File: config.mk
export PLATFORM = sky130hd
export DESIGN_NAME = uart_rx_frame
export DESIGN_NICKNAME = d
export VERILOG_FILES = /design/src/rtl/uart_rx_frame.sv
export SDC_FILE = /design/constraint.sdc
export NUM_CORES = 1
export LEC_CHECK = 0
export ABC_CLOCK_PERIOD_IN_PS = 1700
export CAP_MARGIN = 20
export CELL_PAD_IN_SITES_DETAIL_PLACEMENT = 0
export CELL_PAD_IN_SITES_GLOBAL_PLACEMENT = 2
export CORE_MARGIN = 1
export CORE_UTILIZATION = 34
export DETAILED_ROUTE_END_ITERATION = 12
export PLACE_DENSITY_LB_ADDON = 0.1
export SLEW_MARGIN = 20
export SYNTH_ARGS = -nofsm -noshare
export SYNTH_HDL_FRONTEND = slang
export SYNTH_SLANG_ARGS = --single-unit
export TNS_END_PERCENT = 1
File: constraint.sdc
create_clock -name i_CLK -period 1.7 [get_ports i_CLK]
set_input_delay 0.255 -clock i_CLK [delete_from_list [all_inputs] [get_ports i_CLK]]
set_output_delay 0.255 -clock i_CLK [all_outputs]
set_load 0.02 [all_outputs]
File: src/rtl/uart_rx_frame.sv
// Oversampling UART receiver: 2-flop synchronizer, majority-voted bits, optional parity, one byte per frame.
// Latency: strobes appear one cycle after edge t + N*P - 1 (t = start detection), +2 cycles from the pin.
// No backpressure: strobes last one cycle and the consumer must capture them on that cycle.
module uart_rx_frame #(
   parameter int DATA_WIDTH     = 8,
   parameter int PRESCALE_WIDTH = 6
) (
   input  logic                      i_CLK,
   input  logic                      i_RST,
   input  logic                      i_RX_IN,
   input  logic [PRESCALE_WIDTH-1:0] i_Prescale,
   input  logic                      i_PAR_EN,
   input  logic                      i_PAR_TYP,
   output logic [DATA_WIDTH-1:0]     o_P_DATA,
   output logic                      o_Data_Valid,
   output logic                      o_PAR_ERR,
   output logic                      o_STP_ERR
);

   localparam int EW = 5;  // holds P-1 up to 31
   localparam int BW = (DATA_WIDTH > 1) ? $clog2(DATA_WIDTH) : 1;

   typedef enum logic [2:0] {S_IDLE, S_START, S_DATA, S_PARITY, S_STOP} state_t;

   state_t                r_state, w_next;
   logic                  r_rx_meta, r_rx_s;
   logic [EW-1:0]         r_edge_cnt, r_pm1;
   logic [BW-1:0]         r_bit_cnt;
   logic                  r_par_en, r_par_typ, r_par_err;
   logic [2:0]            r_smp;
   logic [DATA_WIDTH-1:0] r_shift;

   logic [EW-1:0]         w_cfg_pm1, w_mid;
   logic                  w_start_det, w_last, w_maj, w_data_last;

   // Oversampling ratio decode: anything other than 16 or 32 runs as 8.
   always_comb begin
      w_cfg_pm1 = EW'(7);
      if (i_Prescale == PRESCALE_WIDTH'(16))      w_cfg_pm1 = EW'(15);
      else if (i_Prescale == PRESCALE_WIDTH'(32)) w_cfg_pm1 = EW'(31);
   end

   // Bring the asynchronous line into the clock domain; idle-high reset avoids a false start.
   always_ff @(posedge i_CLK or negedge i_RST) begin
      if (!i_RST) begin
         r_rx_meta <= 1'b1;
         r_rx_s    <= 1'b1;
      end else begin
         r_rx_meta <= i_RX_IN;
         r_rx_s    <= r_rx_meta;
      end
   end

   // FSM state register.
   always_ff @(posedge i_CLK or negedge i_RST) begin
      if (!i_RST) r_state <= S_IDLE;
      else        r_state <= w_next;
   end

   // FSM next-state logic: every non-idle state advances on the last oversample of its bit.
   always_comb begin
      w_next = r_state;
      case (r_state)
         S_IDLE:   if (!r_rx_s) w_next = S_START;
         S_START:  if (w_last) w_next = w_maj ? S_IDLE : S_DATA;
         S_DATA:   if (w_last && w_data_last) w_next = r_par_en ? S_PARITY : S_STOP;
         S_PARITY: if (w_last) w_next = S_STOP;
         S_STOP:   if (w_last) w_next = S_IDLE;
         default:  w_next = S_IDLE;
      endcase
   end

   // FSM decode: start detection, end-of-bit, and the 2-of-3 vote around mid-bit.
   always_comb begin
      w_start_det = (r_state == S_IDLE) && !r_rx_s;
      w_last      = (r_state != S_IDLE) && (r_edge_cnt == r_pm1);
      w_data_last = (r_bit_cnt == BW'(DATA_WIDTH - 1));
      w_mid       = r_pm1 >> 1;  // P/2 - 1
      w_maj       = (r_smp[0] & r_smp[1]) | (r_smp[0] & r_smp[2]) | (r_smp[1] & r_smp[2]);
   end

   // Bit timing counters; the detection edge itself is oversample 0 of the start bit.
   always_ff @(posedge i_CLK or negedge i_RST) begin
      if (!i_RST) begin
         r_edge_cnt <= '0;
         r_bit_cnt  <= '0;
      end else if (w_start_det) begin
         r_edge_cnt <= EW'(1);
         r_bit_cnt  <= '0;
      end else if (r_state == S_IDLE) begin
         r_edge_cnt <= '0;
      end else if (w_last) begin
         r_edge_cnt <= '0;
         if (r_state == S_DATA) r_bit_cnt <= w_data_last ? '0 : r_bit_cnt + BW'(1);
      end else begin
         r_edge_cnt <= r_edge_cnt + EW'(1);
      end
   end

   // Frame configuration is frozen at start detection so mid-frame changes are ignored.
   always_ff @(posedge i_CLK or negedge i_RST) begin
      if (!i_RST) begin
         r_pm1     <= EW'(7);
         r_par_en  <= 1'b0;
         r_par_typ <= 1'b0;
      end else if (w_start_det) begin
         r_pm1     <= w_cfg_pm1;
         r_par_en  <= i_PAR_EN;
         r_par_typ <= i_PAR_TYP;
      end
   end

   // Capture three mid-bit samples, shift data LSB first, and record the parity verdict.
   always_ff @(posedge i_CLK or negedge i_RST) begin
      if (!i_RST) begin
         r_smp     <= 3'b111;
         r_shift   <= '0;
         r_par_err <= 1'b0;
      end else begin
         if (r_state != S_IDLE) begin
            if (r_edge_cnt == w_mid - EW'(1)) r_smp[0] <= r_rx_s;
            if (r_edge_cnt == w_mid)          r_smp[1] <= r_rx_s;
            if (r_edge_cnt == w_mid + EW'(1)) r_smp[2] <= r_rx_s;
         end
         if (w_start_det) r_par_err <= 1'b0;
         if (w_last && r_state == S_DATA) r_shift <= {w_maj, r_shift[DATA_WIDTH-1:1]};
         if (w_last && r_state == S_PARITY) r_par_err <= w_maj ^ (^r_shift) ^ r_par_typ;
      end
   end

   // Registered outputs: one-cycle strobes at the end of the stop bit; data only on a clean frame.
   always_ff @(posedge i_CLK or negedge i_RST) begin
      if (!i_RST) begin
         o_P_DATA     <= '0;
         o_Data_Valid <= 1'b0;
         o_PAR_ERR    <= 1'b0;
         o_STP_ERR    <= 1'b0;
      end else begin
         o_Data_Valid <= 1'b0;
         o_PAR_ERR    <= 1'b0;
         o_STP_ERR    <= 1'b0;
         if (w_last && r_state == S_STOP) begin
            o_PAR_ERR <= r_par_err;
            o_STP_ERR <= !w_maj;
            if (!r_par_err && w_maj) begin
               o_P_DATA     <= r_shift;
               o_Data_Valid <= 1'b1;
            end
         end
      end
   end

endmodule

=== Word-level counts from Yosys, hierarchy flattened ===
Index checks and enable logic that the tools add are counted.

* $add $sub $neg: 4
* Eq/ne operators: 17
* Muxes and demuxes: 24
* Bitwise operators: 7
* Reductions and logical operators: 22

{| class="wikitable"
|+ Operators by type and width
! cell !! number
|-
| $mux W3 || 11
|-
| $mux W5 || 5
|-
| $eq A5 B5 Y1 || 3
|-
| $pmux W3 S5 || 1
|-
| $ne A2 B2 Y1 const B || 6
|-
| $reduce_and A2 Y1 || 4
|-
| $reduce_xor A8 Y1 || 1
|-
| $logic_and A1 B1 Y1 || 7
|-
| $eq A3 B2 Y1 const B || 2
|-
| $eq A3 B3 Y1 const B || 2
|-
| $eq A6 B5 Y1 const B || 1
|-
| $eq A6 B6 Y1 const B || 1
|-
| $mux W1 || 6
|-
| $reduce_bool A2 Y1 || 3
|-
| $add A4 B1 Y5 const B || 1
|-
| $add A5 B1 Y5 const B || 1
|-
| $eq A5 B4 Y1 || 1
|-
| $reduce_and A5 Y1 || 1
|-
| $sub A4 B1 Y5 const B || 1
|-
| $add A3 B1 Y3 const B || 1
|-
| $and A1 B1 Y1 || 3
|-
| $eq A3 B1 Y1 const B || 1
|-
| $logic_not A1 Y1 || 3
|-
| $logic_not A3 Y1 || 1
|-
| 5 further kinds || 7
|}

* Bits in registers: 43
* Bits of input ports: 11
* Output and inout port bits: 11
* Word-level logic and storage cells: 91

=== Longest topological paths before layout ===
* Depth in word-level cells: 6
* Depth in mapped cells: 6
* Mapped depth without buffers: 6

=== Worst setup path before layout ===
No wires, ideal clock.

* Path type: register to register
* From: reg r_edge_cnt[3]
* To: reg o_P_DATA[0]
* Library setup time: 125 ps
* Arrival: 1583 ps
* Required time: 1575 ps
* Path slack: -8 ps
* Stages on the path, launching flop included: 7
* Buffers on the path: 2
* Period minus slack after synthesis: 1708 ps
* Cells stage by stage: dfrtp_1 buf_6 xnor2_2 nand4_2 and4b_1 buf_6 mux2_2

* Cells in the longest elaborated chain, start to end: 4

{| class="wikitable"
|+ Ends and longest elaborated chain
! item !! RTL line !! text
|-
| start: declaration || 27 || <nowiki>logic [EW-1:0] r_edge_cnt, r_pm1;</nowiki>
|-
| start signal: assignment || 96 || <nowiki>r_edge_cnt <= r_edge_cnt + EW'(1);</nowiki>
|-
| $eq A5 B5 Y1 || 76 || <nowiki>w_last = (r_state != S_IDLE) && (r_edge_cnt == r_pm1);</nowiki>
|-
| $logic_and A1 B1 Y1 || 76 ||
|-
| $logic_and A1 B1 Y1 || 142 || <nowiki>if (w_last && r_state == S_STOP) begin</nowiki>
|-
| $reduce_and A2 Y1 (no source line) || - ||
|-
| end signal: assignment || 146 || <nowiki>o_P_DATA <= r_shift;</nowiki>
|-
| end: declaration || 14 || <nowiki>output logic [DATA_WIDTH-1:0] o_P_DATA,</nowiki>
|}

Every way passes these cells.
A chain may end at the register's enable or synchronous reset.

=== Worst setup path after layout ===
* From: reg r_pm1[4]
* To: reg r_state[1]

* Cells in the longest elaborated chain, start to end: 5
* Elaborated cells between the ends (all ways): 8
* Classes of those cells: eq/ne (5); reduce/logical (3)

{| class="wikitable"
|+ Ends and longest elaborated chain
! item !! RTL line !! text
|-
| start: declaration || 27 ||
|-
| start signal: assignment || 107 || <nowiki>r_pm1 <= w_cfg_pm1;</nowiki>
|-
| $eq A5 B5 Y1 * || 76 ||
|-
| $logic_and A1 B1 Y1 * || 76 ||
|-
| $logic_and A1 B1 Y1 || 66 || <nowiki>S_DATA: if (w_last && w_data_last) w_next = r_par_en ? S_PARITY : S_STOP;</nowiki>
|-
| $ne A2 B2 Y1 (no source line) || - ||
|-
| $reduce_and A5 Y1 (no source line) * || - ||
|-
| end signal: assignment || 57 || <nowiki>else r_state <= w_next;</nowiki>
|-
| end: declaration || 25 || <nowiki>state_t r_state, w_next;</nowiki>
|}

Every way passes the cells marked *; elsewhere a longest branch is shown, timed or not.

==> qor.csv <==
stage;metric;value;unit
outcome;status;complete, but fails checks;
outcome;violations;setup timing;
clock_network;numCtsBuffers;5;
setup_path;crit_end;r_state[1];
route;vias_per_cell;4.72;
cells_and_area;area_growth;29.6;%
cells_and_area;final_layout_size_suffix_gt1_share;31.6;%
setup_path;slowest_delay;0.53;ns
global_routing;grt_pass1_wl;6.53;mm
clock_network;clkSinkCount;40;
sta;hold_viol_final;0;
sta;period_share;100;%
setup_path;path_depth;5;
yosys;yosysTopAreaCell;dfrtp_1;
setup_path;end_kind;register;
route;dr.pass1.iters;4;
clock_network;clk_pin_slew;0.08;ns
global_routing;antenna_found_initial;0;
pwr;power_density;1250;nW/um^2
route;avgRoutedWirePerCell;13.9;um
yosys;ys_warn_count;0;
setup_path;cp_data_arrival_time;1.92;ns
global_routing;globalRouteTotalUtil;14.4;%
route;routed_wl;3.70;mm
setup_path;timing.critical_path.buf_inv;1;
sta;worst_pin_slew;0.496;ns
clock_network;h-tree-depth;2;
clock_network;clock_path_buffers;2;
route;route.antenna.remaining_nets;0;
setup_path;cpMaxStageDelayCell;or4b_1;
setup_path;crit_required;1.92;ns
setup_path;critPathKind;register to register;
route;route.detailed.drc;0;
floorplanning;core;5240;sq um
route;via_count;1255;
clock_network;tritoncts;yes;
sta;layout_min_cycle_time;1.70;ns
clock_network;clock_latency;0.29;ns
cells_and_area;fin_cells;266;
setup_path;reg2reg_slack;-0.001;ns
sta;worst_clock_skew;0.00528;ns
setup_path;reg2reg_depth;5;
global_routing;grt_max_degree;22;
floorplanning;ios;22;
sta;holdWs;0.358;ns
sta;max_freq;588;MHz
sta;finalSetupViolCount;1;
floorplanning;floorplan.initialDensity;36.1;%
pwr;max-vdd-ir-drop;0.553;mV
setup_path;r2r_end;r_state[1];
yosys;synth-seq-area-share;53.3;%
floorplanning;die_w;76.6;um
setup_path;critPathLaunch;r_pm1[4];
sta;slew_headroom;66.9;%
placed_design;globalplace.congestion;0.838;
yosys;synth_seq_cells;40;
floorplanning;die_area;5860;sq um
global_routing;first_global_vias;1332;
yosys;synth.area.top_cells;dfrtp_1 46%, mux2_2 13%, dfstp_2 6.9%, xnor2_1 4.2%, ha_1 4.0%;
floorplanning;die_h;76.6;um
yosys;synth_cells;153;
placed_design;dp_cells;256;
setup_path;worstPathMaxFanout;9;
sta;slew_violations;0;
setup_path;reg2reg_from;r_pm1[4];
yosys;synth_top_area_share;46.3;%
yosys;synth_nets;170;
route;drt_iter0_markers;33;
yosys;syn-mean-instance-area;12.4;sq um
cells_and_area;diodes;0;
sta;setup_slack;-0.00109;ns
worst_hold_path;hold_class;register to register;
yosys;synth_cell_types;35;
pwr;power_leakage;1.12;nW
sta;rsz0062_at_grt;true;
placed_design;io_buffers;21;
setup_path;crit_path_cell_trace;xnor2_2 -> nand4_2 -> buf_4 -> or4b_1 -> a21oi_2;
job;maxCapViolCount;0;
setup_path;cp-start-kind;register;
placed_design;dp_hpwl;2.75;mm
floorplanning;rows;26;
setup_path;crit_family;simple AND/OR/NAND/NOR gates;
yosys;synth_area;1890;sq um
cells_and_area;final_nets;212;
clock_network;cts_root_buffer;clkbuf_8;
global_routing;overflow;0;
[what timing repair did]
item	CTS	global route
endpoints found under the setup margin	0	11
setup buffers	0	1
hold buffers	1	0
hold endpoints to repair	14	0
gates resized for setup	0	5
[sequential cells by signal (all words and copies together) (netlist names), 2 cells and up]
| register | count |
|---|---|
| r_pm1 | 2 |
| r_smp | 3 |
| r_state | 3 |
| r_edge_cnt | 5 |
| o_P_DATA | 8 |
| r_bit_cnt | 3 |
| r_shift | 8 |
[through the flow]
| step | utilization (%) | total power [mW] | cell area (sq um) | worst slack, ns | TNS [ns] |
|---|---|---|---|---|---|
| after detailed placement | 43.9 | 2.24 | 2300 | 0.0329 | 0 |
| after CTS | 46.3 | 3.06 | 2420 | 0.0257 | 0 |
| final | 46.8 | 3.05 | 2450 | -0.00109 | -0.00109 |
| after floorplan | - | 1.88 | 1900 | 0.0124 | 0 |
| after global placement | 43.9 | 2.23 | 2300 | 0.0330 | 0 |
| after global routing | 46.8 | 3.27 | 2450 | -0.0944 | -0.413 |
[how the worst min path moves through the flow]
stage	start	endpoint	slack, ns	cells after the start
6_report	r_rx_meta	r_rx_s	0.36	0
2_1_floorplan	i_RST	o_Data_Valid	-0.04	0
5_1_grt	i_RX_IN	r_rx_meta	0.34	1
3_5_place_dp	i_RST	r_edge_cnt[1]	0.25	1
4_1_cts	i_RX_IN	r_rx_meta	0.36	1
3_3_place_gp	i_RST	r_edge_cnt[0]	0.24	1
[power breakdown]
| group | internal, mW | switching [mW] | leakage (nW) | total (mW) |
|---|---|---|---|---|
| sequential | 1.13 | 0.139 | 0.527 | 1.27 |
| clock | 0.442 | 0.350 | 0.0548 | 0.792 |
| combinational | 0.531 | 0.456 | 0.543 | 0.987 |
| total | 2.11 | 0.945 | 1.12 | 3.05 |
[cell type report]
cell class | count | area [sq um]
clock buffer | 5 | 68.8
clock inverter | 3 | 46.3
fill | 503 | 2790
inverter | 8 | 30.0
multi-input combinational | 98 | 828
sequential | 40 | 1010
tap | 70 | 87.6
timing repair buffer | 42 | 382
[cell families after synthesis]
family | share of synthesized area (%)
fa+ha+maj | 4.50
mux | 12.5
buf+inv | 4.04
compound gates | 5.29
simple gates | 10.9
flops | 53.3
xor+xnor | 9.46
[cell usage in the layout, fill, tap and decap left out, types with 2 or more instances in the layout]
cell type	Yosys	final
dfrtp_1	35	35
mux2_2	21	20
clkdlybuf4s50_1	0	20
buf_4	0	18
nor2_1	9	9
xnor2_1	9	8
inv_1	8	8
xor2_1	7	7
nand2_1	6	6
ha_1	6	6
nand3_1	5	5
o21ai_0	5	5
clkbuf_8	0	5
dfstp_2	5	5
nor3_1	3	3
nand2b_1	3	3
xnor2_2	1	2
nand4b_1	2	2
o31ai_1	3	2
nor2b_1	2	2
a21oi_1	3	2
[Yosys cell counts]
master	n
nand4_2	1
and4b_1	1
a21oi_1	3
nand2_1	6
nor2_1	9
nand2b_1	3
mux2_2	21
o211ai_1	1
nand4b_1	2
nand3_1	5
a32o_1	1
ha_1	6
xor2_1	7
o31ai_1	3
nor3b_1	1
buf_2	2
or4b_1	1
nor3_1	3
nor4_1	1
xnor3_1	1
o21ai_0	5
buf_6	2
xnor2_1	9
inv_1	8
dfstp_2	5
xnor2_2	1
o221a_2	1
or4_1	1
maj3_1	1
dfrtp_1	35
clkbuf_2	2
o41ai_1	1
nor2b_1	2
clkbuf_1	1
or2b_1	1
[routing by layer]
| layer | up-vias | GRT usage [%] | part of all wire (%) |
|---|---|---|---|
| li1 | 606 | - | - |
| met1 | 626 | 19.1 | 48 |
| met2 | 19 | 22.7 | 48 |
| met3 | 4 | 4.19 | 3.1 |
| met4 | 0 | 4.42 | 0.95 |
| met5 | - | 0 | 0 |
[worst register-to-register path, cell delays in order (launching register included)]
cell     delay, ns
dfrtp_1       0.43
xnor2_2       0.21
nand4_2       0.12
buf_4         0.18
or4b_1        0.53
a21oi_2       0.16
Power figures use the tool's default switching activity.
